<file path="config.mk">
export PLATFORM = sky130hd
export DESIGN_NAME = pb_port_hub
export DESIGN_NICKNAME = d
export VERILOG_FILES = /design/src/rtl/pb_hub_pkg.sv /design/src/rtl/pb_irq_ctrl.sv /design/src/rtl/pb_port_hub.sv
export SDC_FILE = /design/constraint.sdc
export NUM_CORES = 1
export LEC_CHECK = 0
export BUFFER_PORTS_ARGS = -buffer_cell sky130_fd_sc_hd__buf_2
export CAP_MARGIN = 20
export CELL_PAD_IN_SITES_DETAIL_PLACEMENT = 1
export CELL_PAD_IN_SITES_GLOBAL_PLACEMENT = 1
export CORE_MARGIN = 2
export CORE_UTILIZATION = 41
export CTS_BUF_LIST = sky130_fd_sc_hd__clkbuf_8
export CTS_CLUSTER_DIAMETER = 100
export DETAILED_ROUTE_END_ITERATION = 8
export PLACE_DENSITY_LB_ADDON = 0.25
export SYNTH_ARGS = -nofsm -noshare
export SYNTH_HDL_FRONTEND = slang
export SYNTH_SLANG_ARGS = --single-unit
</file>
<file path="constraint.sdc">
create_clock -name clk -period 4.21 [get_ports clk]
set_clock_uncertainty 0.15 [all_clocks]
set_input_delay 0.6315 -clock clk [delete_from_list [all_inputs] [get_ports clk]]
set_output_delay 0.6315 -clock clk [all_outputs]
set_load 0.02 [all_outputs]
</file>
<file path="src/rtl/pb_hub_pkg.sv">
// Shared constants for the KCPSM6 port-space hub: control-block offsets,
// interrupt FSM encoding and the priority-encoder helper.
package pb_hub_pkg;

  localparam logic [1:0] OFS_PEND = 2'd0;
  localparam logic [1:0] OFS_MASK = 2'd1;
  localparam logic [1:0] OFS_VEC  = 2'd2;
  localparam logic [1:0] OFS_ID   = 2'd3;

  localparam logic [1:0] ST_IDLE = 2'd0;
  localparam logic [1:0] ST_REQ  = 2'd1;
  localparam logic [1:0] ST_HOLD = 2'd2;

  localparam logic [7:0] SPURIOUS_VEC = 8'hFF;

  // Index of the lowest set bit, or SPURIOUS_VEC when no bit is set.
  function automatic logic [7:0] lowest_set(input logic [7:0] bits);
    logic [7:0] idx;
    idx = SPURIOUS_VEC;
    for (int k = 7; k >= 0; k--) begin
      if (bits[k]) idx = 8'(k);
    end
    return idx;
  endfunction

endpackage

</file>
<file path="src/rtl/pb_irq_ctrl.sv">
// Interrupt controller: rising-edge capture, pending/mask registers,
// lowest-index priority, request/acknowledge FSM and vector register.
module pb_irq_ctrl
  import pb_hub_pkg::*;
#(
  parameter int NUM_IRQ = 4
) (
  input  logic               clk,
  input  logic               reset,
  input  logic [NUM_IRQ-1:0] irq_src,
  input  logic               pend_clr_we,
  input  logic               mask_we,
  input  logic [NUM_IRQ-1:0] wr_data,
  input  logic               ack,
  output logic [NUM_IRQ-1:0] pending,
  output logic [NUM_IRQ-1:0] mask,
  output logic [7:0]         vector,
  output logic               irq
);

  logic [NUM_IRQ-1:0] src_q;
  logic [NUM_IRQ-1:0] rise;
  logic [NUM_IRQ-1:0] active;
  logic [NUM_IRQ-1:0] ack_clr;
  logic [NUM_IRQ-1:0] w1c_clr;
  logic [NUM_IRQ-1:0] pend_next;
  logic [7:0]         sel;
  logic               take_ack;
  logic [1:0]         state;
  logic [1:0]         state_next;

  always_comb begin
    // NOTE: every variable gets a default first so no path leaves it unassigned, which would infer a latch.
    rise       = irq_src & ~src_q;
    active     = pending & mask;
    sel        = lowest_set(8'(active));
    // An ack outside HOLD is honoured even from IDLE so a stray ack reports the spurious vector.
    take_ack   = ack && (state != ST_HOLD);
    ack_clr    = '0;
    for (int k = 0; k < NUM_IRQ; k++) begin
      if (take_ack && sel == 8'(k)) ack_clr[k] = 1'b1;
    end
    w1c_clr    = pend_clr_we ? wr_data : '0;
    // A coincident edge wins over either clear source.
    pend_next  = (pending & ~(w1c_clr | ack_clr)) | rise;

    state_next = state;
    case (state)
      ST_IDLE: begin
        if (take_ack)        state_next = ST_HOLD;
        else if (|active)    state_next = ST_REQ;
      end
      ST_REQ: begin
        if (take_ack)        state_next = ST_HOLD;
        else if (!(|active)) state_next = ST_IDLE;
      end
      ST_HOLD: state_next = ST_IDLE;
      default: state_next = ST_IDLE;
    endcase
  end

  // NOTE: sequential state uses non-blocking assignments so every register samples pre-edge values.
  always_ff @(posedge clk) begin
    if (!reset) begin
      src_q   <= '0;
      pending <= '0;
      mask    <= '0;
      vector  <= SPURIOUS_VEC;
      state   <= ST_IDLE;
    end else begin
      src_q   <= irq_src;
      pending <= pend_next;
      if (mask_we)  mask   <= wr_data;
      if (take_ack) vector <= sel;
      state   <= state_next;
    end
  end

  assign irq = (state == ST_REQ);

endmodule

</file>
<file path="src/rtl/pb_port_hub.sv">
// KCPSM6 port-space hub: address decode, writable output bank, registered
// input-read mux and the interrupt controller behind a 4-entry control block.
module pb_port_hub
  import pb_hub_pkg::*;
#(
  parameter int          NUM_IRQ   = 4,
  parameter int          NUM_OUT   = 8,
  parameter int          NUM_IN    = 8,
  parameter logic [7:0]  CTRL_BASE = 8'h00,
  parameter logic [7:0]  OUT_BASE  = 8'h10,
  parameter logic [7:0]  IN_BASE   = 8'h20,
  parameter logic [7:0]  HWBUILD   = 8'h00
) (
  input  logic                 clk,
  input  logic                 reset,
  input  logic [7:0]           pb_port_id,
  input  logic [7:0]           pb_out_port,
  input  logic                 pb_write_strobe,
  input  logic                 pb_k_write_strobe,
  input  logic                 pb_read_strobe,
  output logic [7:0]           pb_in_port,
  output logic                 pb_interrupt,
  input  logic                 pb_interrupt_ack,
  input  logic [NUM_IRQ-1:0]   irq_src,
  output logic [8*NUM_OUT-1:0] out_regs,
  output logic [NUM_OUT-1:0]   out_wr_pulse,
  input  logic [8*NUM_IN-1:0]  in_data,
  output logic [NUM_IN-1:0]    in_rd_pulse
);

  logic [7:0]         ctrl_ofs;
  logic [7:0]         out_ofs;
  logic [7:0]         in_ofs;
  logic               ctrl_hit;
  logic               out_hit;
  logic               in_hit;
  logic [NUM_OUT-1:0] out_we;
  logic [NUM_IN-1:0]  in_sel;
  logic [7:0]         rd_data;
  logic               pend_clr_we;
  logic               mask_we;
  logic [NUM_IRQ-1:0] pending;
  logic [NUM_IRQ-1:0] mask;
  logic [7:0]         vector;

  // Offsets wrap modulo 256, so one unsigned compare checks each window.
  always_comb begin
    ctrl_ofs = pb_port_id - CTRL_BASE;
    out_ofs  = pb_port_id - OUT_BASE;
    in_ofs   = pb_port_id - IN_BASE;
    ctrl_hit = (ctrl_ofs < 8'd4);
    out_hit  = !ctrl_hit && (out_ofs < 8'(NUM_OUT));
    in_hit   = !ctrl_hit && !out_hit && (in_ofs < 8'(NUM_IN));
  end

  always_comb begin
    out_we = '0;
    for (int i = 0; i < NUM_OUT; i++) begin
      if (pb_write_strobe && out_hit && out_ofs == 8'(i))         out_we[i] = 1'b1;
      if (pb_k_write_strobe && pb_port_id[3:0] == 4'(i))          out_we[i] = 1'b1;
    end
  end

  always_comb begin
    in_sel = '0;
    for (int i = 0; i < NUM_IN; i++) begin
      if (in_hit && in_ofs == 8'(i)) in_sel[i] = 1'b1;
    end
  end

  always_comb begin
    rd_data = 8'h00;
    if (ctrl_hit) begin
      case (ctrl_ofs[1:0])
        OFS_PEND: rd_data = 8'(pending);
        OFS_MASK: rd_data = 8'(mask);
        OFS_VEC:  rd_data = vector;
        OFS_ID:   rd_data = HWBUILD;
        default:  rd_data = 8'h00;
      endcase
    end else if (out_hit) begin
      for (int i = 0; i < NUM_OUT; i++) begin
        if (out_ofs == 8'(i)) rd_data = out_regs[8*i +: 8];
      end
    end else if (in_hit) begin
      for (int i = 0; i < NUM_IN; i++) begin
        if (in_sel[i]) rd_data = in_data[8*i +: 8];
      end
    end
  end

  assign pend_clr_we = pb_write_strobe && ctrl_hit && (ctrl_ofs[1:0] == OFS_PEND);
  assign mask_we     = pb_write_strobe && ctrl_hit && (ctrl_ofs[1:0] == OFS_MASK);

  // NOTE: the output bank is reset like any other register because the kernel datapath consumes it directly.
  always_ff @(posedge clk) begin
    if (!reset) begin
      out_regs     <= '0;
      out_wr_pulse <= '0;
      in_rd_pulse  <= '0;
      pb_in_port   <= 8'h00;
    end else begin
      for (int i = 0; i < NUM_OUT; i++) begin
        if (out_we[i]) out_regs[8*i +: 8] <= pb_out_port;
      end
      out_wr_pulse <= out_we;
      in_rd_pulse  <= pb_read_strobe ? in_sel : '0;
      pb_in_port   <= rd_data;
    end
  end

  pb_irq_ctrl #(
    .NUM_IRQ (NUM_IRQ)
  ) u_irq (
    .clk         (clk),
    .reset       (reset),
    .irq_src     (irq_src),
    .pend_clr_we (pend_clr_we),
    .mask_we     (mask_we),
    .wr_data     (pb_out_port[NUM_IRQ-1:0]),
    .ack         (pb_interrupt_ack),
    .pending     (pending),
    .mask        (mask),
    .vector      (vector),
    .irq         (pb_interrupt)
  );

endmodule

</file>
==> flow_metrics.env, run 1 <==
export IMPL_ant_nets=0
export IMPL_cts_tree="built"
export IMPL_clockBufferDepth=2
export IMPL_clock_sinks=105
export IMPL_ys_ff_latch=105
export IMPL_drt_iter0_markers=316
export IMPL_synth_top_area_share_pct=39.3
export IMPL_drv_slew=0
export IMPL_first_global_vias=5529
export IMPL_synth_cells=594
export IMPL_clockRootBuffer="clkbuf_8"
export IMPL_fin_cells=928
export IMPL_cts_hold_buffers=0
export IMPL_num_fill_cells=1563
export IMPL_setup_violations_final=0
export IMPL_row_count=41
export IMPL_synth_edff_count=0
export IMPL_synth_cell_types=73
export IMPL_coreArea_um2=12700
export IMPL_seq_area_frac_synth_pct=39.3
export IMPL_wl_per_cell_um=21.6
export IMPL_drtPass1Iterations=5
export IMPL_synth_flop_cell="dfxtp_1"
export IMPL_h_tree_depth=3
export IMPL_routed_wl_mm=20.0
export IMPL_yosys_warnings=0
export IMPL_cts_resized=0
export IMPL_ir_drop_v=0.000182
export IMPL_die_area_um2=14000
export IMPL_insertion_delay_ns=0.39
export IMPL_drcViolationCount=0
export IMPL_max_freq_ghz=0.358
export IMPL_synth_commonest_cells="nand2_1 (109), dfxtp_1 (105), mux2i_1 (88), nor2_1 (28), o21ai_0 (22)"
export IMPL_start_kind="primary input"
export IMPL_finalNetCount=843
export IMPL_synth_most_common_cell="nand2_1"
export IMPL_cp_end_kind="register"
export IMPL_grt_max_degree=59
export IMPL_numCtsBuffers=9
export IMPL_cp_max_fo=27
export IMPL_ys_top_cells_by_area="dfxtp_1 (39%), mux2i_1 (16%), nand2_1 (7.6%)"
export IMPL_area_growth_pct=21.7
export IMPL_postCtsSetupBuffers=0
export IMPL_power_density_nw_per_um2=302
export IMPL_pin_count=179
export IMPL_die_w_um=118
export IMPL_rsz0062_at_grt="false"
export IMPL_portBuffers=178
export IMPL_syn_cell_area_um2=5360
export IMPL_drive_above_1_share_pct=31.0
export IMPL_static_leakage_power_uw=0.00281
export IMPL_required_ns=4.38
export IMPL_setup_tns_ns=0
export IMPL_drv_cap=0
export IMPL_diodes=0
export IMPL_syn_avg_cell_area_um2=9.02
export IMPL_arrival_ns=2.96
export IMPL_via_per_inst=5.73
export IMPL_synth_nets=686
export IMPL_grt_antenna_before_repair=0
export IMPL_status="completed"
export IMPL_synthArstFlopShare_pct=0
export IMPL_post_route_period_util_pct=66.4
export IMPL_placed_cells=912
export IMPL_grt_overflow_total=0
export IMPL_timing_slew_headroom_pct=40.0
export IMPL_tightest_slew_ns=0.893
export IMPL_holdCritPathClass="in2reg"
export IMPL_grt_use_total_pct=28.2
export IMPL_clk_pin_slew_ns=0.11
export IMPL_dpl_hpwl_mm=15.1
export IMPL_vias=5320
export IMPL_hold_viol_final=0
export IMPL_yosysTopAreaCell="dfxtp_1"
export IMPL_grt_pass1_wl_mm=31.1
export IMPL_path_class="in2reg"
export IMPL_start_util_pct=42.3
export IMPL_gp_congestion=0.929
export IMPL_die_height_um=118
export IMPL_period_needed_ns=2.80
kinds of logic after synthesis:
logic type               synth area share, %
adder cells (fa/ha/maj)                0.467
AO/OA/AOI/OAI                           15.9
flip-flops                              39.3
buffers and inverters                   5.58
XOR/XNOR                               0.678
multiplexers                            17.7
AND/OR/NAND/NOR                         20.4
critical path, cell delays in order:
cell and delay (ns):
buf_2 0.27, nor2b_1 0.75, nand2_1 0.45, nor2_2 0.60
mux2i_1 0.26
layer usage:
layer  GRT usage (%)  vias to the layer above  wire [um]
met4            10.8                        0        590
met1            36.2                     2588       8610
met5               0                        -          0
met2            46.5                      241       9360
met3            5.60                       45       1460
li1                -                     2446          -
registers in the layout, summed over array words and instances, names as in the netlist:
name,count
u_irq.src_q,4
out_wr_pulse,8
u_irq.state,2
pb_in_port,8
in_rd_pulse,8
u_irq.pending,4
out_regs,64
u_irq.mask,4
u_irq.vector,3
layout make-up:
| cell class | instances | area [um^2] | share of cell area, % |
|---|---|---|---|
| multi-input combinational | 432 | 2970 | 45.6 |
| clock buffer | 9 | 124 | 1.90 |
| inverter | 14 | 52.6 | 0.806 |
| sequential | 105 | 2100 | 32.3 |
| timing repair buffer | 189 | 973 | 14.9 |
| clock inverter | 7 | 76.3 | 1.17 |
| tap | 172 | 215 | 3.30 |
per-stage QoR:
step | utilization, % | area (um^2) | hold slack (ns) | setup slack [ns] | power [uW]
2_1_floorplan | - | 5360 | 0.249 | 1.87 | 1210
3_3_place_gp | 49.8 | 6320 | 0.257 | 1.12 | 1320
3_5_place_dp | 49.8 | 6320 | 0.279 | 1.01 | 1330
4_1_cts | 51.4 | 6520 | 0.268 | 1.48 | 1970
5_1_grt | 51.4 | 6520 | 0.290 | 1.32 | 2030
6_report | 51.4 | 6520 | 0.287 | 1.41 | 1970
where the power goes:
| group | switching [uW] | internal (uW) |
|---|---|---|
| clock | 379 | 281 |
| combinational | 180 | 102 |
| sequential | 15.4 | 1010 |
cells in the final DEF (no fill, tap or decap), types with 13 or more instances in the layout:
| master | instances |
|---|---|
| nor3_1 | 14 |
| dfxtp_1 | 105 |
| nor2_1 | 28 |
| mux2i_1 | 88 |
| buf_2 | 178 |
| inv_1 | 13 |
| a21oi_1 | 20 |
| o21ai_0 | 22 |
| nand2_1 | 109 |
path summary, 6_finish.rpt:
check | to | slack (ns) | startpoint | cells past startpoint
setup reg to reg | pb_in_port[5]$_SDFF_PN0_ | 2.42 | u_irq.vector[6]$_SDFFE_PN1P_ | 4
hold reg to reg | u_irq.pending[2]$_SDFF_PN0_ | 0.29 | u_irq.src_q[2]$_SDFF_PN0_ | 1
hold / removal | u_irq.state[0]$_SDFFE_PN0P_ | 0.29 | pb_interrupt_ack | 2
setup / recovery | out_regs[49]$_SDFFE_PN0P_ | 1.41 | pb_port_id[0] | 5
(Power assumes the default switching activity.)
==> run 2, diff against run 1 <==
--- a/config.mk
+++ b/config.mk
@@ -5,12 +5,13 @@
 export SDC_FILE = /design/constraint.sdc
 export NUM_CORES = 1
 export LEC_CHECK = 0
+export ABC_AREA = 1
 export BUFFER_PORTS_ARGS = -buffer_cell sky130_fd_sc_hd__buf_2
 export CAP_MARGIN = 20
 export CELL_PAD_IN_SITES_DETAIL_PLACEMENT = 1
 export CELL_PAD_IN_SITES_GLOBAL_PLACEMENT = 1
 export CORE_MARGIN = 2
-export CORE_UTILIZATION = 41
+export CORE_UTILIZATION = 35
 export CTS_BUF_LIST = sky130_fd_sc_hd__clkbuf_8
 export CTS_CLUSTER_DIAMETER = 100
 export DETAILED_ROUTE_END_ITERATION = 8
==> constraint.sdc (replaced) <==
create_clock -name clk -period 2.7 [get_ports clk]
set_clock_uncertainty 0.15 [all_clocks]
set_input_delay 0.405 -clock clk [delete_from_list [all_inputs] [get_ports clk]]
set_output_delay 0.405 -clock clk [all_outputs]
set_load 0.02 [all_outputs]
==> run 2 against run 1 <==
Effect of this change: final cell count grew 24%; sequential power is 56% higher; cell area decreased by 1.0%; synthesized area fell by 3.2%; flip-flop and latch count stayed put; critical path type unchanged; critical endpoint is now pb_in_port[4]$_SDFF_PN0_; largest cell class unchanged.
==> flow_metrics.env, run 2 <==
export IMPL_status="completed"
export IMPL_max_freq_ghz=0.451
export IMPL_largest_register_ffs=64
export IMPL_syn_cell_area_um2=5190
export IMPL_hold_viol_final=0
export IMPL_cp_end_kind="register"
export IMPL_die_area_um2=15800
export IMPL_combPwrFrac_pct=11.7
export IMPL_clockBufferDepth=2
export IMPL_row_count=44
export IMPL_cts_hold_buffers=0
export IMPL_drtPass1Iterations=4
export IMPL_synth_nets=883
export IMPL_period_needed_ns=2.22
export IMPL_finalNetCount=1055
export IMPL_hold_depth=2
export IMPL_dpl_hpwl_mm=15.5
export IMPL_seq_area_frac_synth_pct=40.5
export IMPL_clockRootBuffer="clkbuf_8"
export IMPL_setup_violations_final=0
export IMPL_coreArea_um2=14500
export IMPL_drive_above_1_share_pct=24.9
export IMPL_setup_tns_ns=0
export IMPL_regToRegSetupSlack_ns=0.99
export IMPL_drcViolationCount=0
export IMPL_synthArstFlopShare_pct=0
export IMPL_p_int_uw=2050
export IMPL_drt_iter0_markers=328
export IMPL_drv_slew=0
export IMPL_timing_rr_start="u_irq.state[1]$_SDFFE_PN0P_"
export IMPL_tightest_slew_ns=0.693
export IMPL_mostFrequentLayoutCells="buf_2 (178), nor2_1 (169), nand2_1 (158)"
export IMPL_h_tree_depth=3
export IMPL_ir_drop_v=0.000292
export IMPL_power_density_nw_per_um2=447
export IMPL_first_global_vias=5783
export IMPL_routed_wl_mm=20.3
export IMPL_numCtsBuffers=9
export IMPL_static_leakage_power_uw=0.00340
export IMPL_postCtsSetupBuffers=0
export IMPL_mostFrequentLayoutCell="buf_2"
export IMPL_drv_cap=0
export IMPL_p_clk_share_pct=32.3
export IMPL_clock_sinks=105
export IMPL_die_height_um=126
export IMPL_start_kind="primary input"
export IMPL_grt_overflow_total=0
export IMPL_num_fill_cells=1986
export IMPL_synth_most_common_cell="nor2_1"
export IMPL_start_util_pct=35.8
export IMPL_arrival_ns=2.36
export IMPL_synth_top_area_share_pct=40.5
export IMPL_syn_avg_cell_area_um2=6.56
export IMPL_grt_antenna_before_repair=0
export IMPL_clk_pin_slew_ns=0.10
export IMPL_portBuffers=178
export IMPL_pin_count=179
export IMPL_ant_nets=0
export IMPL_yosysTopAreaCell="dfxtp_1"
export IMPL_path_class="in2reg"
export IMPL_timing_slew_headroom_pct=53.7
export IMPL_r2r_cells=6
export IMPL_diodes=0
export IMPL_ys_top_cells_by_area="dfxtp_1 (41%), nor2_1 (12%), nand2_1 (11%)"
export IMPL_hold_end="u_irq.state[0]$_SDFFE_PN0P_"
export IMPL_post_route_period_util_pct=82.1
export IMPL_fin_cells=1151
export IMPL_cts_tree="built"
export IMPL_yosys_warnings=0
export IMPL_p_sw_share_pct=28.8
export IMPL_holdCritPathClass="in2reg"
export IMPL_ys_ff_latch=105
export IMPL_insertion_delay_ns=0.39
export IMPL_via_per_inst=4.98
export IMPL_area_growth_pct=24.4
export IMPL_cts_resized=0
export IMPL_die_w_um=126
export IMPL_grt_use_total_pct=25.8
export IMPL_p_seq_share_pct=56.0
export IMPL_reg2reg_to="u_irq.pending[3]$_SDFF_PN0_"
export IMPL_rsz0062_at_grt="false"
export IMPL_synth_cell_types=35
export IMPL_netSwitchingPower_uw=830
export IMPL_cp_max_fo=8
export IMPL_top_register="out_regs"
export IMPL_synth_commonest_cells="nor2_1 (169), nand2_1 (158), dfxtp_1 (105), inv_1 (89), o21ai_0 (78)"
export IMPL_gp_congestion=0.847
export IMPL_grt_pass1_wl_mm=31.8
export IMPL_synth_cells=791
export IMPL_hp_start="pb_interrupt_ack"
export IMPL_placed_cells=1136
export IMPL_grt_max_degree=65
export IMPL_vias=5735
export IMPL_wl_per_cell_um=17.7
export IMPL_synth_edff_count=0
export IMPL_synth_flop_cell="dfxtp_1"
export IMPL_required_ns=2.84
run 2: changes by cell type in the layout (fill, tap and decap cells not counted), sizes merged, moves of 7 or more:
cell / change
a221oi: -8
nand2: +51
or2: +7
o21ai: +57
nand2b: -7
nor4: -11
inv: +84
mux2i: -88
a211oi: -11
nor3: -9
nand3: +48
nand4: +28
nor2: +150
run 2: cells by family after synthesis:
logic type / count (synthesis) / synth area share (%)
AO/OA/AOI/OAI: 104 / 10.4
adder cells (fa/ha/maj): 2 / 0.482
buffers and inverters: 128 / 9.70
flip-flops: 105 / 40.5
AND/OR/NAND/NOR: 452 / 38.9
run 2: worst max path at each step:
stage	startpoint	endpoint	slack, ns	cells past startpoint
after detailed placement	pb_port_id[5]	pb_in_port[4]$_SDFF_PN0_	0.11	17
after global routing	pb_port_id[5]	pb_in_port[5]$_SDFF_PN0_	0.28	20
final	pb_port_id[5]	pb_in_port[4]$_SDFF_PN0_	0.48	17
after CTS	pb_port_id[5]	pb_in_port[5]$_SDFF_PN0_	0.54	20
after floorplan	pb_port_id[5]	out_regs[60]$_SDFFE_PN0P_	0.64	15
after global placement	pb_port_id[3]	pb_in_port[4]$_SDFF_PN0_	0.18	13
run 2: power by group through the flow:
stage               Combinational (uW)  Clock (uW)  Sequential (uW)
global route                       372        1010             1620
CTS                                340         956             1610
detailed placement                 337           0             1650
global placement                   335           0             1650
finish                             339         931             1610
floorplan                          148           0             1670
run 2: routing by layer:
metal / vias up / global-route usage (%) / routed length (um)
li1: 2852 / - / -
met1: 2675 / 33.7 / 9300
met2: 184 / 43.4 / 9440
met3: 24 / 4.25 / 1160
met4: 0 / 8.86 / 438
met5: - / 0 / 0
run 2: final cells by class:
class / count / area [um^2] / share of cell area [%]
Inverter: 99 / 374 / 5.80
Clock buffer: 10 / 138 / 2.13
Multi-Input combinational cell: 558 / 2580 / 40.0
Clock inverter: 5 / 32.5 / 0.504
Sequential cell: 105 / 2100 / 32.6
Tap cell: 184 / 230 / 3.57
Timing Repair Buffer: 190 / 993 / 15.4
run 2: through the flow:
stage	util, %	power, uW	setup slack [ns]	hold WS [ns]	cell area (um^2)
finish	44.6	2880	0.482	0.0351	6450
global placement	43.4	1980	0.182	0.252	6280
CTS	44.6	2910	0.536	0.0127	6450
detailed placement	43.4	1990	0.110	0.264	6280
floorplan	-	1820	0.636	0.249	5190
global route	44.6	3000	0.280	0.0152	6450
run 2: critical path: stages:
cell and delay [ns]:
buf_2 0.13, inv_1 0.08, ha_1 0.19, nand2_1 0.08
nand2_1 0.06, nand2_1 0.07, nand2_1 0.10, nand2_4 0.11
inv_1 0.09, nand2_1 0.24, nor2_1 0.08, nor2_1 0.13
nand4_1 0.11, nor2_1 0.26, nand3_1 0.12, nand2_1 0.07
inv_1 0.04
